### src/rtl/wm_input_conditioner.sv
// Panel input front end for the washing machine controller: two-flop synchronisers,
// per-channel debouncers, registered event pulses, and a run-time lock on the mode selection.
module wm_input_conditioner #(
    parameter int DEBOUNCE_CYCLES = 1000000,
    parameter int CNT_W           = 20
) (
    input  logic       clk,
    input  logic       reset,
    input  logic       start_pause_raw,
    input  logic       door_raw,
    input  logic [1:0] mode_raw,
    input  logic       lock_mode,
    output logic       start_pause_pulse,
    output logic       door_closed,
    output logic       door_open_pulse,
    output logic [1:0] mode_sel,
    output logic       mode_changed
);

    localparam logic [CNT_W-1:0] CNT_MAX = CNT_W'(DEBOUNCE_CYCLES - 1);
    localparam logic [CNT_W-1:0] CNT_ONE = CNT_W'(1);

    // Synchroniser bus layout: {start_pause, door, mode[1:0]}
    logic [3:0] sync1;
    logic [3:0] sync2;
    logic       sp_sync;
    logic       door_sync;
    logic [1:0] mode_sync;
    logic [1:0] mode_prev;

    logic             sp_stable;
    logic [CNT_W-1:0] sp_cnt, sp_cnt_nxt;
    logic [CNT_W-1:0] door_cnt, door_cnt_nxt;
    logic [CNT_W-1:0] mode_cnt, mode_cnt_nxt;

    logic sp_accept;
    logic door_accept;
    logic mode_accept;
    logic mode_moved;

    assign sp_sync   = sync2[3];
    assign door_sync = sync2[2];
    assign mode_sync = sync2[1:0];

    // NOTE: every always_comb output gets a default first, so no path can leave a latch behind.
    always_comb begin
        sp_accept    = (sp_cnt == CNT_MAX) && (sp_sync != sp_stable);
        door_accept  = (door_cnt == CNT_MAX) && (door_sync != door_closed);
        mode_moved   = (mode_sync != mode_prev);
        // A mode value that only just arrived has not been held long enough, and the lock
        // defers acceptance until the first unlocked edge.
        mode_accept  = (mode_cnt == CNT_MAX) && (mode_sync != mode_sel) && !mode_moved && !lock_mode;

        sp_cnt_nxt   = sp_cnt;
        door_cnt_nxt = door_cnt;
        mode_cnt_nxt = mode_cnt;

        if (sp_sync == sp_stable || sp_accept)
            sp_cnt_nxt = '0;
        else if (sp_cnt != CNT_MAX)
            sp_cnt_nxt = sp_cnt + CNT_ONE;

        if (door_sync == door_closed || door_accept)
            door_cnt_nxt = '0;
        else if (door_cnt != CNT_MAX)
            door_cnt_nxt = door_cnt + CNT_ONE;

        // On a mid-count change the count restarts, with the new value's first sample as 1
        // so every channel shares the same acceptance latency.
        if (mode_sync == mode_sel || mode_accept)
            mode_cnt_nxt = '0;
        else if (mode_moved)
            mode_cnt_nxt = CNT_ONE;
        else if (mode_cnt != CNT_MAX)
            mode_cnt_nxt = mode_cnt + CNT_ONE;
    end

    // NOTE: sequential state uses non-blocking assignments so all flops update together at the edge.
    always_ff @(posedge clk) begin
        // NOTE: reset is synchronous and clears every register, synchroniser flops included.
        if (reset) begin
            sync1             <= '0;
            sync2             <= '0;
            mode_prev         <= '0;
            sp_stable         <= 1'b0;
            door_closed       <= 1'b0;
            mode_sel          <= 2'b00;
            sp_cnt            <= '0;
            door_cnt          <= '0;
            mode_cnt          <= '0;
            start_pause_pulse <= 1'b0;
            door_open_pulse   <= 1'b0;
            mode_changed      <= 1'b0;
        end else begin
            sync1             <= {start_pause_raw, door_raw, mode_raw};
            sync2             <= sync1;
            mode_prev         <= mode_sync;
            sp_cnt            <= sp_cnt_nxt;
            door_cnt          <= door_cnt_nxt;
            mode_cnt          <= mode_cnt_nxt;
            start_pause_pulse <= sp_accept && sp_sync;
            door_open_pulse   <= door_accept && !door_sync;
            mode_changed      <= mode_accept;
            if (sp_accept)
                sp_stable <= sp_sync;
            if (door_accept)
                door_closed <= door_sync;
            if (mode_accept)
                mode_sel <= mode_sync;
        end
    end

endmodule

### config.mk
export PLATFORM = sky130hd
export DESIGN_NAME = wm_input_conditioner
export DESIGN_NICKNAME = d
export VERILOG_FILES = /design/src/rtl/wm_input_conditioner.sv
export SDC_FILE = /design/constraint.sdc
export NUM_CORES = 1
export LEC_CHECK = 0
export ABC_AREA = 0
export ABC_CLOCK_PERIOD_IN_PS = 2300
export BUFFER_PORTS_ARGS = -buffer_cell sky130_fd_sc_hd__buf_2
export CORE_MARGIN = 5
export CORE_UTILIZATION = 35
export CTS_BUF_LIST = sky130_fd_sc_hd__clkbuf_2
export CTS_CLUSTER_DIAMETER = 40
export CTS_CLUSTER_SIZE = 20
export DETAILED_ROUTE_END_ITERATION = 10
export MAX_ROUTING_LAYER = met4
export PLACE_DENSITY = 0.54
export RECOVER_POWER = 25
export SLEW_MARGIN = 10
export SYNTH_ARGS = -nofsm -noshare
export SYNTH_HDL_FRONTEND = slang
export SYNTH_SLANG_ARGS = --single-unit
### constraint.sdc
create_clock -name clk -period 2.3 [get_ports clk]
set_clock_uncertainty 0.05 [all_clocks]
set_input_delay 0.23 -clock clk [delete_from_list [all_inputs] [get_ports clk]]
set_output_delay 0.23 -clock clk [all_outputs]
set_load 0.02 [all_outputs]
# After elaboration in Yosys (flattened, before gate mapping)
# Index checks and enable logic that the tools add are counted.
# W data, S select, Z words.
totals:
  reg_bits: 77
  in_bits: 7
  output_inout_bits: 6
  word_cells: 49
op_classes:
  addsub: 3
  eq_ne: 13
  muxes: 2
  n_reduce_logical: 18
op_table:
  columns: ["cell", "count"]
  rows:
  - ["$add A20 B1 Y20 const B", 3]
  - ["$eq A20 B20 Y1 const B", 3]
  - ["$ne A20 B20 Y1 const B", 3]
  - ["$logic_and A1 B1 Y1", 7]
  - ["$reduce_or A2 Y1", 3]
  - ["$ne A2 B2 Y1", 2]
  - ["$logic_not A1 Y1", 3]
  - ["$logic_or A1 B1 Y1", 3]
  - ["$reduce_or A3 Y1", 1]
  - ["$eq A1 B1 Y1", 2]
  - ["$eq A2 B2 Y1", 1]
  - ["$mux W1", 2]
  - ["$ne A1 B1 Y1", 2]
  - ["$reduce_bool A2 Y1", 1]

# Longest topological paths before layout
# Gate-level depths: netlist of the first run.
logic_depth:
  word_depth: 6
  mapped_depth: 7
  mapped_depth_nobuf: 5

# Least setup slack after synthesis of the first run
# Ideal clock, no wire load.
synth_timing:
  kind: "reg-to-reg"
  from: "register mode_cnt[0]"
  to: "register mode_cnt[10]"
  t_arrival_ns: 1.867
  required_time_ns: 2.133
  path_slack_ns: 0.265
  path_stages_with_launch: 8
  period_less_slack_ns: 2.035
  cell_sequence: "dfxtp_1 -> ha_1 -> and4_1 -> buf_2 -> nand2_1 -> o31ai_2 -> buf_2 -> nor2_1"
synth_between:
  elab_chain_len: 6
synth_lines:
  columns: ["item", "line", "source"]
  rows:
  - ["start, declared", "34", "logic [CNT_W-1:0] mode_cnt, mode_cnt_nxt;"]
  - ["start signal, assigned", "100", "mode_cnt <= mode_cnt_nxt;"]
  - ["parallel branches: the longest is 6 deep, another holds $add A20 B1 Y20", null, null]
# Several ways; the timed one is not identified.
# A chain may end at the register's enable or synchronous reset.

# Final worst setup path of the first run
layout_timing:
  from: "register door_cnt[7]"
  to: "register door_cnt[8]"
layout_between:
  elab_chain_len: 4
layout_lines:
  columns: ["item", "line", "source"]
  rows:
  - ["start, declared", "33", "logic [CNT_W-1:0] door_cnt, door_cnt_nxt;"]
  - ["start signal, assigned", "99", "door_cnt <= door_cnt_nxt;"]
  - ["parallel branches: the longest is 4 deep, another holds $add A20 B1 Y20", null, null]
# Several ways; the timed one is not identified.

==> results.md, run 1 <==
- Clock Latency Late Sink: 500 ps
- Largest net degree at the start of global routing: 22
- Via Count: 2745
- First-pass GRT wire length: 11500 um
- Ant diodes: 0
- Crit. End Element: flop
- Static Leak: 1.20 nW
- Die width: 109 um
- Commonest cells in the netlist: 77 x dfxtp_1, 38 x nor2_1, 28 x a21oi_1, 25 x xor2_1, 21 x nand4_1
- Power Total: 2.13 mW
- Syn Area/Cell: 8.97 um2
- WS Path Type: reg2reg
- HP Class: in2reg
- DPL Wire Length: 4670 um
- Synth warn: 0
- Core box area: 9640 um2
- Initial antenna violation count: 0
- # nets final: 413
- Vias in the first global route: 2486
- Reg area: 1540 um2
- Root Buffer: clkbuf_2
- Remaining DRCs: 0
- Initial Utilization: 35.4%
- Iteration count of the initial detailed-routing pass: 4
- Final hold violations: 0
- Worst vdd ir: 195 uV
- Setup TNS: 0 ps
- Reg2Reg Capture Point: door_cnt[8]
- Hold slack: 93.5 ps
- Critical path cell sequence: or4b_1, or4_4, o21ai_2, buf_4, nor2_1
- Cells after DPL: 521
- CP bufs+invs: 1
- Area share of and/or/nand/nor cells after synthesis: 29.7%
- Largest area contributor in the netlist: dfxtp_1
- Largest family of logic cells by synthesized area: simple AND/OR/NAND/NOR gates
- CTS Buffer Depth: 2
- Synthesized area: 3420 um2
- Worst setup margin: 190 ps
- Synthesized-area fraction occupied by xor and xnor cells: 8.72%
- Post-synth EDFFs: 0
- Floorplan row count: 36
- Routed WL: 6640 um
- Hold path startpoint: reset
- CTS clk-pin slew, worst paths: 220 ps
- TritonCTS Buffers: 9
- Routed Antenna Nets: 0
- Synth Area in Compound Gates: 11.4%
- Fmax: 0.474 GHz
- Netlist cell types: 44
- Port bufs: 12
- Worst-margin pin slew: 478 ps
- Post-Syn Nets: 391
- Area share of the largest cell type after synthesis: 45.1%
- Area of the multi-input gates: 1760 um2
- Die ar.: 11800 um2
- Max Slew Vio Count: 0
- Crit-path leading delay family: simple AND/OR/NAND/NOR gates
- RSZ-0062 raised after global routing: no
- FF-to-FF Start: door_cnt[7]
- CP Capture Point: door_cnt[8]
- Seq/Total Area, Yosys: 45.1%
- Vias/cell: 5.07
- Worst EP arrival: 2480 ps
- Area Overhead vs Synth: 10.6%
- CTS tree: yes
- H-tree depth: 3
- Worst Setup SP: door_cnt[7]
- Status: finished, final reports clean
- Max_cap viols: 0
- R2r setup slk: 190 ps
- Crit path depth: 5
- Synth Instances: 381
- CP peak stage delay: 580 ps
- Iter 0 DRT Violations: 172
- CP required: 2670 ps
- Fillers: 1026
- Cell Pwr Density: 565 nW/um2
- Ys async rst share: 0%
- Final worst path period need: 2110 ps
- Post-synthesis adder-cell area fraction: 1.10%
- Clock sinks: 77
- Primary FF master, synth: dfxtp_1
- Crit-path max FO: 13
- Top cells by area, synth: dfxtp_1 45%, xor2_1 6.4%, nor2_1 4.2%, a21oi_1 4.1%, nand4_1 3.8%
- Startpoint Class: flop
- Top Ports: 13
- Die Ht: 109 um
- Cells on worst reg2reg path: 5
- #FFs+latches synth: 77
- GR Overflow Total: 0
- Share of cells above drive strength 1: 10.0%
- Gp weighted congestion: 0.785
- Crit-path slowest cell: or4b_1
- Most frequent cell after synthesis: dfxtp_1
- Mux share of post-synthesis cell area: 0.659%
- Finish-stage setup viols: 0
- Final Cycle Share: 91.8%
- Pre-CTS worst setup slack: 229 ps
- Slew margin rel.: 67.3%
- Total track usage: 12.5%
- Final non-filler cell total: 541
- Post-DR wirelength/cell: 12.3 um
==> registers in the layout (all words and copies together) (netlist names) <==
register,count
mode_prev,2
door_open_pulse,1
mode_changed,1
start_pause_pulse,1
sync1,4
door_cnt,20
sp_cnt,20
sync2,4
mode_cnt,20
sp_stable,1
door_closed,1
mode_sel,2
==> logic make-up after synthesis <==
family	Yosys count
AND/OR/NAND/NOR	178
adder cells (fa/ha/maj)	3
XOR/XNOR	34
multiplexers	2
buffers and inverters	22
flip-flops	77
AO/OA/AOI/OAI	65
==> layout make-up <==
type / count / area share [%]
Multi-Input combinational cell: 282 / 46.6
Sequential cell: 77 / 40.8
Timing Repair Buffer: 28 / 4.74
Tap cell: 133 / 4.40
Clock inverter: 6 / 1.66
Clock buffer: 10 / 1.32
Inverter: 5 / 0.497
==> metrics by stage <==
step           area (um2)  utilization (%)
6_report             3780             39.2
5_1_grt              3780             39.2
4_1_cts              3790             39.4
3_5_place_dp         3640             37.8
3_3_place_gp         3640             37.8
2_1_floorplan        3420                -
==> cells in the final DEF, fill, tap and decap left out, types with 11 or more instances in the layout <==
master	netlist	layout
xor2_1	25	25
nand3_1	20	20
nor2_1	38	38
nand4_1	21	21
a21oi_1	28	28
o21ai_0	15	15
or3_1	14	14
nand2_1	17	17
nor2b_1	12	12
dfxtp_1	77	77
buf_4	0	11
==> metal layers <==
metal | vias to the layer above | part of all wire [%] | GRT usage, %
li1 | 1426 | - | -
met1 | 1276 | 49 | 15.7
met2 | 34 | 46 | 19.5
met3 | 9 | 3.1 | 2.31
met4 | 0 | 1.3 | 5.68
met5 | - | 0 | -
==> worst register-to-register path, delay by kind of cell (launching register included) <==
family,cells,cell delay (ps)
buffers and inverters,1,210
and+or+nand+nor,3,1210
DFF,1,430
AOI/OAI and AO/OA,1,140
==> timing repair <==
action	in CTS	in global routing
hold buffers	4	0
setup buffers	0	0
hold endpoints to repair	4	0
resized for setup	0	0
==> worst min path at each step <==
stage	end	slack (ps)	cells past startpoint
2_1_floorplan	sync1[0]	310	1
3_3_place_gp	sync2[0]	370	1
3_5_place_dp	sync2[1]	370	1
4_1_cts	sync1[1]	40	3
5_1_grt	sync2[0]	70	3
6_report	sync2[1]	90	3
==> report_power, final <==
| part | switching [mW] | internal (mW) | leakage, nW | total (mW) |
|---|---|---|---|---|
| sequential | 0.00518 | 1.35 | 0.622 | 1.35 |
| clock | 0.474 | 0.257 | 0.0760 | 0.731 |
| combinational | 0.0278 | 0.0245 | 0.503 | 0.0523 |
| total | 0.507 | 1.63 | 1.20 | 2.13 |
(Power assumes the default switching activity.)
==> run 2: changes to the inputs <==
--- a/config.mk
+++ b/config.mk
@@ -5,17 +5,17 @@
 export SDC_FILE = /design/constraint.sdc
 export NUM_CORES = 1
 export LEC_CHECK = 0
-export ABC_AREA = 0
+export ABC_AREA = 1
 export ABC_CLOCK_PERIOD_IN_PS = 2300
 export BUFFER_PORTS_ARGS = -buffer_cell sky130_fd_sc_hd__buf_2
 export CORE_MARGIN = 5
-export CORE_UTILIZATION = 35
+export CORE_UTILIZATION = 64
 export CTS_BUF_LIST = sky130_fd_sc_hd__clkbuf_2
 export CTS_CLUSTER_DIAMETER = 40
 export CTS_CLUSTER_SIZE = 20
 export DETAILED_ROUTE_END_ITERATION = 10
 export MAX_ROUTING_LAYER = met4
-export PLACE_DENSITY = 0.54
+export PLACE_DENSITY = 0.86
 export RECOVER_POWER = 25
 export SLEW_MARGIN = 10
 export SYNTH_ARGS = -nofsm -noshare
==> results.md, run 2 <==
- Synth Area in Compound Gates: 4.28% (was 11.4%)
- HP Class: in2reg (unchanged)
- Netlist cell types: 27 (was 44)
- Syn Area/Cell: 6.75 um2 (was 8.97 um2)
- Clock sinks: 77 (unchanged)
- Crit path depth: 6 (was 5)
- Min-Delay Path Depth: 6 (was 3)
- Final hold violations: 0 (unchanged)
- Total track usage: 23.4% (was 12.5%)
- Largest net degree at the start of global routing: 20 (was 22)
- Share of cells above drive strength 1: 4.97% (was 10.0%)
- Root Buffer: clkbuf_2 (unchanged)
- Port bufs: 12 (unchanged)
- H-tree depth: 3 (unchanged)
- Via Count: 3582 (was 2745)
- Final worst path period need: 1870 ps (was 2110 ps)
- CTS tree: yes (unchanged)
- Most frequent cells in the layout: 132 x nand2_1, 131 x nor2_1, 77 x dfxtp_1 (was 77 x dfxtp_1, 38 x nor2_1, 28 x a21oi_1)
- Routed WL: 7880 um (was 6640 um)
- Worst vdd ir: 378 uV (was 195 uV)
- Post-DR wirelength/cell: 11.6 um (was 12.3 um)
- Final non-filler cell total: 679 (was 541)
- Worst EP arrival: 2230 ps (was 2480 ps)
- Crit-path slowest cell: dfxtp_1 (was or4b_1)
- Seq/Total Area, Yosys: 39.9% (was 45.1%)
- Startpoint Class: flop (unchanged)
- Max_cap viols: 0 (unchanged)
- Iteration count of the initial detailed-routing pass: 5 (was 4)
- Post-synthesis adder-cell area fraction: 0.973% (was 1.10%)
- DPL Wire Length: 5690 um (was 4670 um)
- Synthesized area: 3860 um2 (was 3420 um2)
- Floorplan row count: 28 (was 36)
- Die width: 87.7 um (was 109 um)
- Die Ht: 87.7 um (was 109 um)
- Vias/cell: 5.28 (was 5.07)
- CTS clk-pin slew, worst paths: 210 ps (was 220 ps)
- Synth warn: 0 (unchanged)
- Synth Instances: 572 (was 381)
- Post-CTS Setup Bufs: 0 (unchanged)
- Top Ports: 13 (unchanged)
- Routed Antenna Nets: 0 (unchanged)
- Gp weighted congestion: 0.932 (was 0.785)
- Area share of the largest cell type after synthesis: 39.9% (was 45.1%)
- Vias in the first global route: 3434 (was 2486)
- CTS Buffer Depth: 2 (unchanged)
- Area share of and/or/nand/nor cells after synthesis: 39.5% (was 29.7%)
- Crit-path max FO: 19 (was 13)
- Core box area: 5890 um2 (was 9640 um2)
- Cells on worst reg2reg path: 6 (was 5)
- #FFs+latches synth: 77 (unchanged)
- Worst-margin pin slew: 772 ps (was 478 ps)
- Critical path cell sequence: ha_1, nand3_2, nor3_1, nand2_1, nand2_2, a21oi_1 (was or4b_1, or4_4, o21ai_2, buf_4, nor2_1)
- Die ar.: 7680 um2 (was 11800 um2)
- Commonest cells in the netlist: 132 x nand2_1, 131 x nor2_1, 77 x dfxtp_1, 73 x inv_1, 31 x nand3_1 (was 77 x dfxtp_1, 38 x nor2_1, 28 x a21oi_1, 25 x xor2_1, 21 x nand4_1)
- Mux share of post-synthesis cell area: 0% (was 0.659%)
- Fmax: 0.534 GHz (was 0.474 GHz)
- First-pass GRT wire length: 14200 um (was 11500 um)
- Leading registers by flop count: door_cnt (20), mode_cnt (20), sp_cnt (20) (unchanged)
- WS Path Type: reg2reg (unchanged)
- Post-synth EDFFs: 0 (unchanged)
- Status: finished, final reports clean (unchanged)
- Largest area contributor in the netlist: dfxtp_1 (unchanged)
- R2r setup slk: 430 ps (was 190 ps)
- Resized Gates After CTS: 0 (unchanged)
- Worst hold endpoint: mode_changed (was sync2[1])
- Most frequent cell after synthesis: nand2_1 (was dfxtp_1)
- Ant diodes: 0 (unchanged)
- TritonCTS Buffers: 9 (unchanged)
- Area Overhead vs Synth: 7.75% (was 10.6%)
- Initial antenna violation count: 0 (unchanged)
- Cells after DPL: 654 (was 521)
- Ys async rst share: 0% (unchanged)
- Setup TNS: 0 ps (unchanged)
- Max Slew Vio Count: 0 (unchanged)
- Final Cycle Share: 81.5% (was 91.8%)
- Largest family of logic cells by synthesized area: simple AND/OR/NAND/NOR gates (unchanged)
- Primary FF master, synth: dfxtp_1 (unchanged)
- RSZ-0062 raised after global routing: no (unchanged)
- Slew margin rel.: 48.5% (was 67.3%)
- CP required: 2650 ps (was 2670 ps)
- CP bufs+invs: 0 (was 1)
- Remaining DRCs: 0 (unchanged)
- CP peak stage delay: 440 ps (was 580 ps)
- Clock Latency Late Sink: 510 ps (was 500 ps)
- Crit. End Element: flop (unchanged)
- Iter 0 DRT Violations: 179 (was 172)
- Static Leak: 1.40 nW (was 1.20 nW)
- Leading cell type in the layout, fill and taps excluded: nand2_1 (was dfxtp_1)
- Top cells by area, synth: dfxtp_1 40%, nand2_1 13%, nor2_1 13%, inv_1 7.1%, xor2_1 4.3% (was dfxtp_1 45%, xor2_1 6.4%, nor2_1 4.2%, a21oi_1 4.1%, nand4_1 3.8%)
- FF-to-FF Start: sp_cnt[0] (was door_cnt[7])
- GR Overflow Total: 0 (unchanged)
- Crit-path leading delay family: simple AND/OR/NAND/NOR gates (unchanged)
- Fillers: 497 (was 1026)
- Post-Syn Nets: 582 (was 391)
- Initial Utilization: 65.6% (was 35.4%)
- # nets final: 609 (was 413)
- Synthesized-area fraction occupied by xor and xnor cells: 7.04% (was 8.72%)
- Hold path startpoint: lock_mode (was reset)
- Reg2Reg Capture Point: sp_cnt[5] (was door_cnt[8])
- Cell Pwr Density: 513 nW/um2 (was 565 nW/um2)
- Finish-stage setup viols: 0 (unchanged)
[run 2: cell types whose count changed after synthesis, sizes merged, moves of 10 or more]
cell,previous run,this run
nor2,38,132
nand3,20,35
or4,11,0
nor2b,12,0
o21ai,17,7
o31ai,10,0
nor3,4,16
or3,14,0
inv,5,74
nand2,17,135
[run 2: per-stage QoR]
stage	hold slack [ps]	worst slack, ps	cell area (um2)	utilization [%]	power [mW]
global route	38.4	219	4160	70.6	2.22
CTS	16.2	499	4170	70.9	2.15
floorplan	287	666	3860	-	1.42
finish	60.3	426	4160	70.6	2.13
detailed placement	347	539	3970	67.5	1.43
global placement	339	565	3970	67.5	1.43
[run 2: layer usage]
layer | wire length, um | vias up | share of wire (%) | global-route usage (%)
li1 | - | 1842 | - | -
met1 | 3520 | 1615 | 45 | 26.6
met2 | 3810 | 108 | 48 | 39.7
met3 | 422 | 17 | 5.4 | 5.93
met4 | 132 | 0 | 1.7 | 8.79
met5 | 0 | - | 0 | -
[run 2: worst max-delay path by stage]
stage / startpoint / end / slack, ps
detailed placement: mode_cnt[0] / mode_cnt[18] / 540
CTS: mode_cnt[0] / mode_cnt[14] / 500
global placement: sp_cnt[0] / sp_cnt[16] / 570
floorplan: mode_cnt[0] / mode_cnt[10] / 670
global route: sp_cnt[0] / sp_cnt[11] / 220
finish: sp_cnt[0] / sp_cnt[5] / 430
[run 2: layout make-up]
type                            instances  area, um2  area share, %
Multi-Input combinational cell        416       1990           47.9
Sequential cell                        77       1540           37.1
Inverter                               74        278           6.68
Timing Repair Buffer                   21        141           3.40
Tap cell                               75       93.8           2.26
Clock inverter                          7       66.3           1.59
Clock buffer                            9       45.0           1.08
[run 2: worst reg2reg max path, stage by stage (launching register included)]
cell	delay (ps)
dfxtp_1	440
ha_1	290
nand3_2	150
nor3_1	290
nand2_1	170
nand2_2	310
a21oi_1	90
[run 2: repair_timing]
action                                  4_1_cts  5_1_grt
endpoints found under the hold margin        11        0
hold buffers                                  9        0
endpoints found under the setup margin        0        0
[run 2: logic make-up after synthesis]
logic type	Yosys count
fa+ha+maj	3
flops	77
buf+inv	79
xor+xnor	31
simple gates	349
compound gates	33
[run 2: where the power goes]
part	internal (mW)	total [mW]	switching (mW)
registers	1.35	1.35	0.00647
clock network	0.243	0.720	0.477
logic	0.0256	0.0612	0.0356
